--- src/rtl/bcd_scan_display_if.sv ---
// Bus bundle for bcd_scan_display: load/enable controls in, scanned digit out.
// Latency: none (wires only).  Backpressure: none; the producer watches o_busy.
// Producer side uses master, the display engine uses slave.
interface bcd_scan_display_if #(
    parameter int NUM_FIELDS = 3,
    parameter int FIELD_W    = 7
);
    localparam int ND = 2 * NUM_FIELDS;
    localparam int IW = $clog2(ND);

    logic                          i_en;
    logic                          i_load;
    logic [NUM_FIELDS*FIELD_W-1:0] i_fields;
    logic [ND-1:0]                 i_dp;
    logic                          o_busy;
    logic [ND-1:0]                 o_digit_sel;
    logic [IW-1:0]                 o_digit_idx;
    logic [3:0]                    o_bcd;
    logic                          o_dp;

    modport master (
        output i_en, i_load, i_fields, i_dp,
        input  o_busy, o_digit_sel, o_digit_idx, o_bcd, o_dp
    );

    modport slave (
        input  i_en, i_load, i_fields, i_dp,
        output o_busy, o_digit_sel, o_digit_idx, o_bcd, o_dp
    );
endinterface

--- src/rtl/bcd_scan_display.sv ---
// Snapshots binary fields, converts each to two BCD digits, scans them onto one digit bus.
// Latency: o_busy high NUM_FIELDS*(FIELD_W+1) cycles; new digits visible once it drops.
// Backpressure: i_load is dropped while busy (no queueing); scanner holds when i_en=0.
module bcd_scan_display #(
    parameter int NUM_FIELDS = 3,
    parameter int FIELD_W    = 7,
    parameter int SCAN_DIV   = 16,
    parameter bit LZ_BLANK   = 1'b0
) (
    input logic              i_clk,
    input logic              i_reset_n,
    bcd_scan_display_if.slave bus
);
    localparam int ND = 2 * NUM_FIELDS;
    localparam int IW = $clog2(ND);
    localparam int PW = (SCAN_DIV > 1) ? $clog2(SCAN_DIV) : 1;
    localparam int CW = $clog2(FIELD_W);
    localparam int FW = (NUM_FIELDS > 1) ? $clog2(NUM_FIELDS) : 1;
    localparam int SW = NUM_FIELDS * FIELD_W;

    localparam logic [IW-1:0] IDX_LAST = IW'(ND - 1);
    localparam logic [PW-1:0] PRE_LAST = PW'(SCAN_DIV - 1);
    localparam logic [CW-1:0] BIT_LAST = CW'(FIELD_W - 1);
    localparam logic [FW-1:0] FLD_LAST = FW'(NUM_FIELDS - 1);

    typedef enum logic [1:0] {IDLE, SHIFT, STORE} state_t;

    state_t         state_q, state_d;
    logic [SW-1:0]  shadow_q;
    logic [ND-1:0]  shadow_dp_q;
    logic [ND-1:0]  disp_dp_q;
    logic [11:0]    scratch_q;
    logic [11:0]    adj;
    logic [CW-1:0]  bit_q;
    logic [FW-1:0]  fld_q;
    logic [3:0]     work_q [ND];
    logic [3:0]     disp_q [ND];
    logic [3:0]     pair_hi, pair_lo;
    logic           last_fld;
    logic [PW-1:0]  pre_q;
    logic [IW-1:0]  idx_q;
    logic [3:0]     bcd_raw;

    // ---------------- conversion FSM ----------------
    always_ff @(posedge i_clk or negedge i_reset_n) begin
        if (!i_reset_n) state_q <= IDLE;
        else            state_q <= state_d;
    end

    always_comb begin
        state_d = state_q;
        case (state_q)
            IDLE:    if (bus.i_load) state_d = SHIFT;
            SHIFT:   if (bit_q == BIT_LAST) state_d = STORE;
            STORE:   state_d = last_fld ? IDLE : SHIFT;
            default: state_d = IDLE;
        endcase
    end

    always_comb begin
        bus.o_busy = (state_q != IDLE);
    end

    // ---------------- double-dabble datapath ----------------
    always_comb begin
        adj = scratch_q;
        for (int n = 0; n < 3; n++) begin
            if (scratch_q[4*n +: 4] >= 4'd5) adj[4*n +: 4] = scratch_q[4*n +: 4] + 4'd3;
        end
        // A non-zero hundreds nibble cannot be shown in two digits.
        pair_hi  = (scratch_q[11:8] != 4'd0) ? 4'hF : scratch_q[7:4];
        pair_lo  = (scratch_q[11:8] != 4'd0) ? 4'hF : scratch_q[3:0];
        last_fld = (fld_q == FLD_LAST);
    end

    // Fields are packed field-0-first from the MSB, so one long left shift
    // of the snapshot feeds every field's bits MSB first, in field order.
    always_ff @(posedge i_clk or negedge i_reset_n) begin
        if (!i_reset_n) begin
            shadow_q    <= '0;
            shadow_dp_q <= '0;
            disp_dp_q   <= '0;
            scratch_q   <= '0;
            bit_q       <= '0;
            fld_q       <= '0;
            for (int d = 0; d < ND; d++) begin
                work_q[d] <= '0;
                disp_q[d] <= '0;
            end
        end else begin
            case (state_q)
                IDLE: begin
                    if (bus.i_load) begin
                        shadow_q    <= bus.i_fields;
                        shadow_dp_q <= bus.i_dp;
                        scratch_q   <= '0;
                        bit_q       <= '0;
                        fld_q       <= '0;
                    end
                end
                SHIFT: begin
                    scratch_q <= {adj[10:0], shadow_q[SW-1]};
                    shadow_q  <= shadow_q << 1;
                    bit_q     <= bit_q + CW'(1);
                end
                STORE: begin
                    scratch_q <= '0;
                    bit_q     <= '0;
                    for (int d = 0; d < ND; d++) begin
                        if (d == 2 * int'(fld_q))     work_q[d] <= pair_hi;
                        if (d == 2 * int'(fld_q) + 1) work_q[d] <= pair_lo;
                    end
                    // Final field: publish the whole display in one edge.
                    if (last_fld) begin
                        disp_dp_q <= shadow_dp_q;
                        for (int d = 0; d < ND; d++) begin
                            if (d == 2 * int'(fld_q))          disp_q[d] <= pair_hi;
                            else if (d == 2 * int'(fld_q) + 1) disp_q[d] <= pair_lo;
                            else                               disp_q[d] <= work_q[d];
                        end
                    end else begin
                        fld_q <= fld_q + FW'(1);
                    end
                end
                default: ;
            endcase
        end
    end

    // ---------------- scanner ----------------
    always_ff @(posedge i_clk or negedge i_reset_n) begin
        if (!i_reset_n) begin
            pre_q <= '0;
            idx_q <= '0;
        end else if (bus.i_en) begin
            if (pre_q == PRE_LAST) begin
                pre_q <= '0;
                idx_q <= (idx_q == IDX_LAST) ? '0 : idx_q + IW'(1);
            end else begin
                pre_q <= pre_q + PW'(1);
            end
        end
    end

    // Even digits are field MSDs; blanking only ever replaces a zero.
    always_comb begin
        bcd_raw         = disp_q[idx_q];
        bus.o_bcd       = (LZ_BLANK && !idx_q[0] && bcd_raw == 4'd0) ? 4'hA : bcd_raw;
        bus.o_digit_idx = idx_q;
        bus.o_digit_sel = bus.i_en ? (ND'(1) << idx_q) : '0;
        bus.o_dp        = bus.i_en & disp_dp_q[IDX_LAST - idx_q];
    end
endmodule

--- src/flat_wrapper.sv ---
// flat-port wrapper written by rule: the top's interface ports become plain ports
module bcd_scan_display_flat 
#(
    parameter int NUM_FIELDS = 3,
    parameter int FIELD_W    = 7,
    parameter int SCAN_DIV   = 16,
    parameter bit LZ_BLANK   = 1'b0
)
  (i_clk, i_reset_n, bus_i_en, bus_i_load, bus_i_fields, bus_i_dp, bus_o_busy, bus_o_digit_sel, bus_o_digit_idx, bus_o_bcd, bus_o_dp);
  bcd_scan_display_if #(.NUM_FIELDS(NUM_FIELDS), .FIELD_W(FIELD_W)) bus_i ();
  input logic i_clk;
  input logic i_reset_n;
  input wire logic [$bits(bus_i.i_en)-1:0] bus_i_en;
  input wire logic [$bits(bus_i.i_load)-1:0] bus_i_load;
  input wire logic [$bits(bus_i.i_fields)-1:0] bus_i_fields;
  input wire logic [$bits(bus_i.i_dp)-1:0] bus_i_dp;
  output wire logic [$bits(bus_i.o_busy)-1:0] bus_o_busy;
  output wire logic [$bits(bus_i.o_digit_sel)-1:0] bus_o_digit_sel;
  output wire logic [$bits(bus_i.o_digit_idx)-1:0] bus_o_digit_idx;
  output wire logic [$bits(bus_i.o_bcd)-1:0] bus_o_bcd;
  output wire logic [$bits(bus_i.o_dp)-1:0] bus_o_dp;
  assign bus_i.i_en = bus_i_en;
  assign bus_i.i_load = bus_i_load;
  assign bus_i.i_fields = bus_i_fields;
  assign bus_i.i_dp = bus_i_dp;
  assign bus_o_busy = bus_i.o_busy;
  assign bus_o_digit_sel = bus_i.o_digit_sel;
  assign bus_o_digit_idx = bus_i.o_digit_idx;
  assign bus_o_bcd = bus_i.o_bcd;
  assign bus_o_dp = bus_i.o_dp;
  bcd_scan_display #(.NUM_FIELDS(NUM_FIELDS), .FIELD_W(FIELD_W), .SCAN_DIV(SCAN_DIV), .LZ_BLANK(LZ_BLANK)) u_core (.i_clk(i_clk), .i_reset_n(i_reset_n), .bus(bus_i));
endmodule
--- config.mk ---
export PLATFORM = sky130hd
export DESIGN_NAME = bcd_scan_display_flat
export DESIGN_NICKNAME = d
export VERILOG_FILES = /design/src/rtl/bcd_scan_display_if.sv /design/src/rtl/bcd_scan_display.sv /design/src/flat_wrapper.sv
export SDC_FILE = /design/constraint.sdc
export NUM_CORES = 1
export LEC_CHECK = 0
export BUFFER_PORTS_ARGS = -buffer_cell sky130_fd_sc_hd__buf_2
export CAP_MARGIN = 20
export CORE_ASPECT_RATIO = 0.5
export CORE_MARGIN = 1
export CORE_UTILIZATION = 66
export CTS_BUF_LIST = sky130_fd_sc_hd__clkbuf_4
export CTS_CLUSTER_DIAMETER = 60
export DETAILED_ROUTE_END_ITERATION = 8
export PLACE_DENSITY = 0.87
export SLEW_MARGIN = 20
export SYNTH_ARGS = -nofsm -noshare
export SYNTH_HDL_FRONTEND = slang
export SYNTH_SLANG_ARGS = --single-unit
--- constraint.sdc ---
create_clock -name i_clk -period 3.3 [get_ports i_clk]
set_input_delay 0 -clock i_clk [delete_from_list [all_inputs] [get_ports i_clk]]
set_output_delay 0 -clock i_clk [all_outputs]
set_load 0.02 [all_outputs]
==> impl_summary.txt <==
----------------------------------------------------
[Status]
  Status ... finished clean

[Clocking]
  H-tree Lvls ... 3
  Clk Latency, worst-skew pair ... 0.45 ns
  Root Buffer ... sky130_fd_sc_hd__clkbuf_4
  Maximum clock insertion buffer count ... 2
  Number of CTS-inserted buffers ... 9
  CTS tree ... yes
  # clock sinks ... 99
  Clk pin slew, worst setup/hold paths ... 0.13 ns

[Worst setup path]
  Library cell contributing the largest single delay on the critical path ... sky130_fd_sc_hd__dfrtp_1
  Worst R2R Start ... u_core.state_q[0]
  CP arrival ... 2.32 ns
  FF-to-FF path depth ... 4
  Endpoint class of the critical path ... output pin
  Minimum setup slack among reg-to-reg paths ... 1.31 ns
  Endpoint of the lowest-slack register-to-register path ... u_core.shadow_q[5]
  CP max stage delay ... 0.89 ns
  Largest fanout on the critical path ... 16
  Sequence of cells on the critical path ... mux4_2 -> nand3b_1 -> o21ai_0 -> buf_2
  Worst setup path category ... register to output pin
  Crit path required time ... 3.30 ns
  Kind of launch point of the worst setup path ... register

[Pwr]
  Static Leak ... 2.62 nW
  Relative contribution of sequential cells to total power ... 47.4%
  Power after layout ... 3.92 mW
  Design internal power ... 2.41 mW
  Power density of the placed cells ... 685 nW/um2
  Fraction of power consumed by combinational cells ... 36.7%
  Fraction of power consumed by the clock network ... 15.9%
  P_sw ... 1.51 mW
  Largest voltage drop on the vdd net ... 452 uV
  Fraction of power spent switching nets ... 38.5%

[STA]
  Setup repair after global routing missed its margin ... false
  Number of hold violations in the final report ... 0
  Final min period ... 2.32 ns
  Count of endpoints failing setup in the final report ... 0
  Worst-case headroom to the max-slew limit ... 29.8%
  Setup total negative slack ... 0 ns
  Tightest Pin Transition ... 1.04 ns
  Final worst-path cycle share ... 70.3%
  Worst clock skew on the final layout ... 0.0112 ns
  Final Max Tran Viols ... 0
  Maximum clock frequency ... 431 MHz

[Routing]
  Vias ... 3,849
  Post-DR wirelength/cell ... 16.7 um
  Via density per instance ... 5.99
  Wire length after detailed routing ... 10,800 um
  TritonRoute pass-1 iters ... 6
  Routed length on met2 ... 5280 um
  Detailed Route Iter0 Violations ... 288
  DRC violation count after routing ... 0
  Highest routing layer actually used ... met4
  Post-route met1 wirelength ... 4770 um
  Wire length on met3 ... 554 um
  Antenna-violating nets left ... 0

[Global route]
  Vias in the first global route ... 3,702
  Wire length of the first global-routing pass ... 18,200 um
  Total grt overflow ... 0
  Total routing resource utilization after global routing ... 29.7%
  Largest net degree at the start of global routing ... 84
  Antenna violations before repair ... 0

[Synthesis]
  Number of flops mapped to enable cells by yosys ... 0
  Total of warnings raised by yosys ... 0
  Post-synthesis sequential area ratio ... 48.6%
  Synth Net Count ... 536
  Syn avg cell area ... 10.5 um2
  Post-synthesis sequential element count ... 99
  Cell area after synthesis ... 5090 um2
  Most instantiated flip-flop cell in the synthesis netlist ... sky130_fd_sc_hd__dfrtp_1
  Cell count after synthesis ... 486
  Number of library cell types mapped by synthesis ... 45
  Async S/R FF share, synth ... 100%

[Finish]
  Area of the multi-input gates ... 2360 um2
  Commonest cells after routing, fill and taps aside ... 99 x sky130_fd_sc_hd__dfrtp_1, 75 x sky130_fd_sc_hd__nand2_1, 44 x sky130_fd_sc_hd__o21ai_0, 44 x sky130_fd_sc_hd__buf_2, 30 x sky130_fd_sc_hd__dlygate4sd3_1
  Number of antenna cells inserted ... 0
  Number of nets in the layout ... 593
  Filler cells ... 475
  Most common cell after layout, fill and taps aside ... sky130_fd_sc_hd__dfrtp_1
  Fraction of final layout cells sized beyond drive strength 1 ... 16.5%
  Area growth, synth to finish ... 12.5%
  Reg area ... 2480 um2

[Run]
  Max-cap violations ... 0

[Place]
  Number of I/O port buffers ... 45
  Post-detailed-placement half-perimeter wirelength ... 6690 um
  Global placer's final weighted congestion ... 0.808

[Floorplanning]
  Die extent in x ... 126 um
  Std-Cell Rows ... 22
  Vert. Die Dim ... 64.1 um
  DIE AREA ... 8090 um2
  Initial core utilization ... 68.8%
  Core region area ... 7400 um2
  Number of I/O pins ... 46

[Worst hold path]
  Type of the worst min-delay path ... primary input to asynchronous set/reset pin

----------------------------------------------------
## flip-flops by register name, indices dropped and copies added (netlist names)
name,cells
u_core.pre_q,4
u_core.shadow_dp_q,6
u_core.shadow_q,21
u_core.disp_q,24
u_core.work_q,16
u_core.bus.o_digit_idx,3
u_core.bit_q,3
u_core.disp_dp_q,6
u_core.fld_q,2
u_core.state_q,2
u_core.scratch_q,12
## Yosys cell counts (4+ instances only)
library cell	count	area (um2)
sky130_fd_sc_hd__mux2_2	7	78.8
sky130_fd_sc_hd__nor4b_4	8	190
sky130_fd_sc_hd__mux2i_1	25	250
sky130_fd_sc_hd__clkbuf_1	8	30.0
sky130_fd_sc_hd__a21o_1	18	135
sky130_fd_sc_hd__and2_1	6	37.5
sky130_fd_sc_hd__nand2_1	75	282
sky130_fd_sc_hd__nand3b_1	4	30.0
sky130_fd_sc_hd__a211oi_1	16	120
sky130_fd_sc_hd__o211ai_1	4	30.0
sky130_fd_sc_hd__nor2_1	26	97.6
sky130_fd_sc_hd__o21ai_1	18	90.1
sky130_fd_sc_hd__a21oi_1	11	55.1
sky130_fd_sc_hd__mux4_2	5	113
sky130_fd_sc_hd__dfrtp_1	99	2480
sky130_fd_sc_hd__ha_1	19	238
sky130_fd_sc_hd__buf_6	5	56.3
sky130_fd_sc_hd__o21ai_0	44	220
sky130_fd_sc_hd__buf_2	17	85.1
sky130_fd_sc_hd__o2111ai_1	6	52.6
sky130_fd_sc_hd__nor2b_1	6	37.5
sky130_fd_sc_hd__inv_1	18	67.6
sky130_fd_sc_hd__xnor2_1	4	35.0
## how the worst max path moves through the flow
stage | endpoint | slack (ns) | depth (start not counted) | startpoint
floorplan | bus_o_dp | 1.57 | 5 | u_core.bus.o_digit_idx[1]
global placement | u_core.shadow_q[12] | 1.41 | 4 | u_core.state_q[0]
detailed placement | u_core.shadow_q[12] | 1.35 | 4 | u_core.state_q[0]
CTS | bus_o_dp | 0.95 | 4 | u_core.bus.o_digit_idx[0]
global route | bus_o_dp | 0.81 | 4 | u_core.bus.o_digit_idx[0]
finish | bus_o_dp | 0.98 | 4 | u_core.bus.o_digit_idx[0]
## final cells by class
type	count	share of cell area (%)
well taps	96	2.10
multi-input cells	334	41.2
repair buffers	80	9.94
flip-flops and latches	99	43.3
clock inverters	3	0.699
clock buffers	12	1.57
inverters	19	1.25
## through the flow
step                      util [%]  cells  area, um2  hold slack [ns]  setup WS [ns]
after CTS                     77.3    643       5720            0.282          0.946
after detailed placement      71.5    598       5290            0.227           1.35
after global placement        71.5    598       5290            0.220           1.41
final                         77.3    643       5730            0.135          0.981
after global routing          77.3    643       5730            0.192          0.812
after floorplan                  -    486       5090           -0.296           1.57
## metal layers
metal / vias to the layer above / track usage (%)
met2: 142 / 49.9
li1: 1827 / -
met1: 1863 / 39.0
met4: 0 / 9.19
met3: 17 / 6.62
met5: - / 0
## worst max-delay path: cells and delay by family (launching register included)
family	cells	cell delay, ns
AO/OA/AOI/OAI	1	0.10
buffers and inverters	1	0.18
flip-flops	1	0.89
multiplexers	1	0.60
AND/OR/NAND/NOR	1	0.09
## what timing repair did
| item | 4_1_cts | 5_1_grt |
|---|---|---|
| hold buffers | 30 | 0 |
| setup buffers | 0 | 0 |
| gates resized for setup | 0 | 0 |
| endpoints found under the hold margin | 115 | 0 |
| endpoints found under the setup margin | 0 | 0 |
## power groups by stage
stage / logic (mW) / registers, mW / clock network (mW)
floorplan: 1.18 / 1.74 / 0
global placement: 1.32 / 1.85 / 0
detailed placement: 1.39 / 1.87 / 0
CTS: 1.42 / 1.85 / 0.638
global route: 1.62 / 1.90 / 0.684
finish: 1.44 / 1.86 / 0.624
## logic make-up after synthesis
logic type | synth area share (%)
DFF | 48.6
muxes | 8.67
xor gates and xnor gates | 0.860
adders and majority gates | 4.67
AOI/OAI and AO/OA | 16.6
and+or+nand+nor | 15.2
buffers and inverters | 5.31
(Power assumes the default switching activity.)
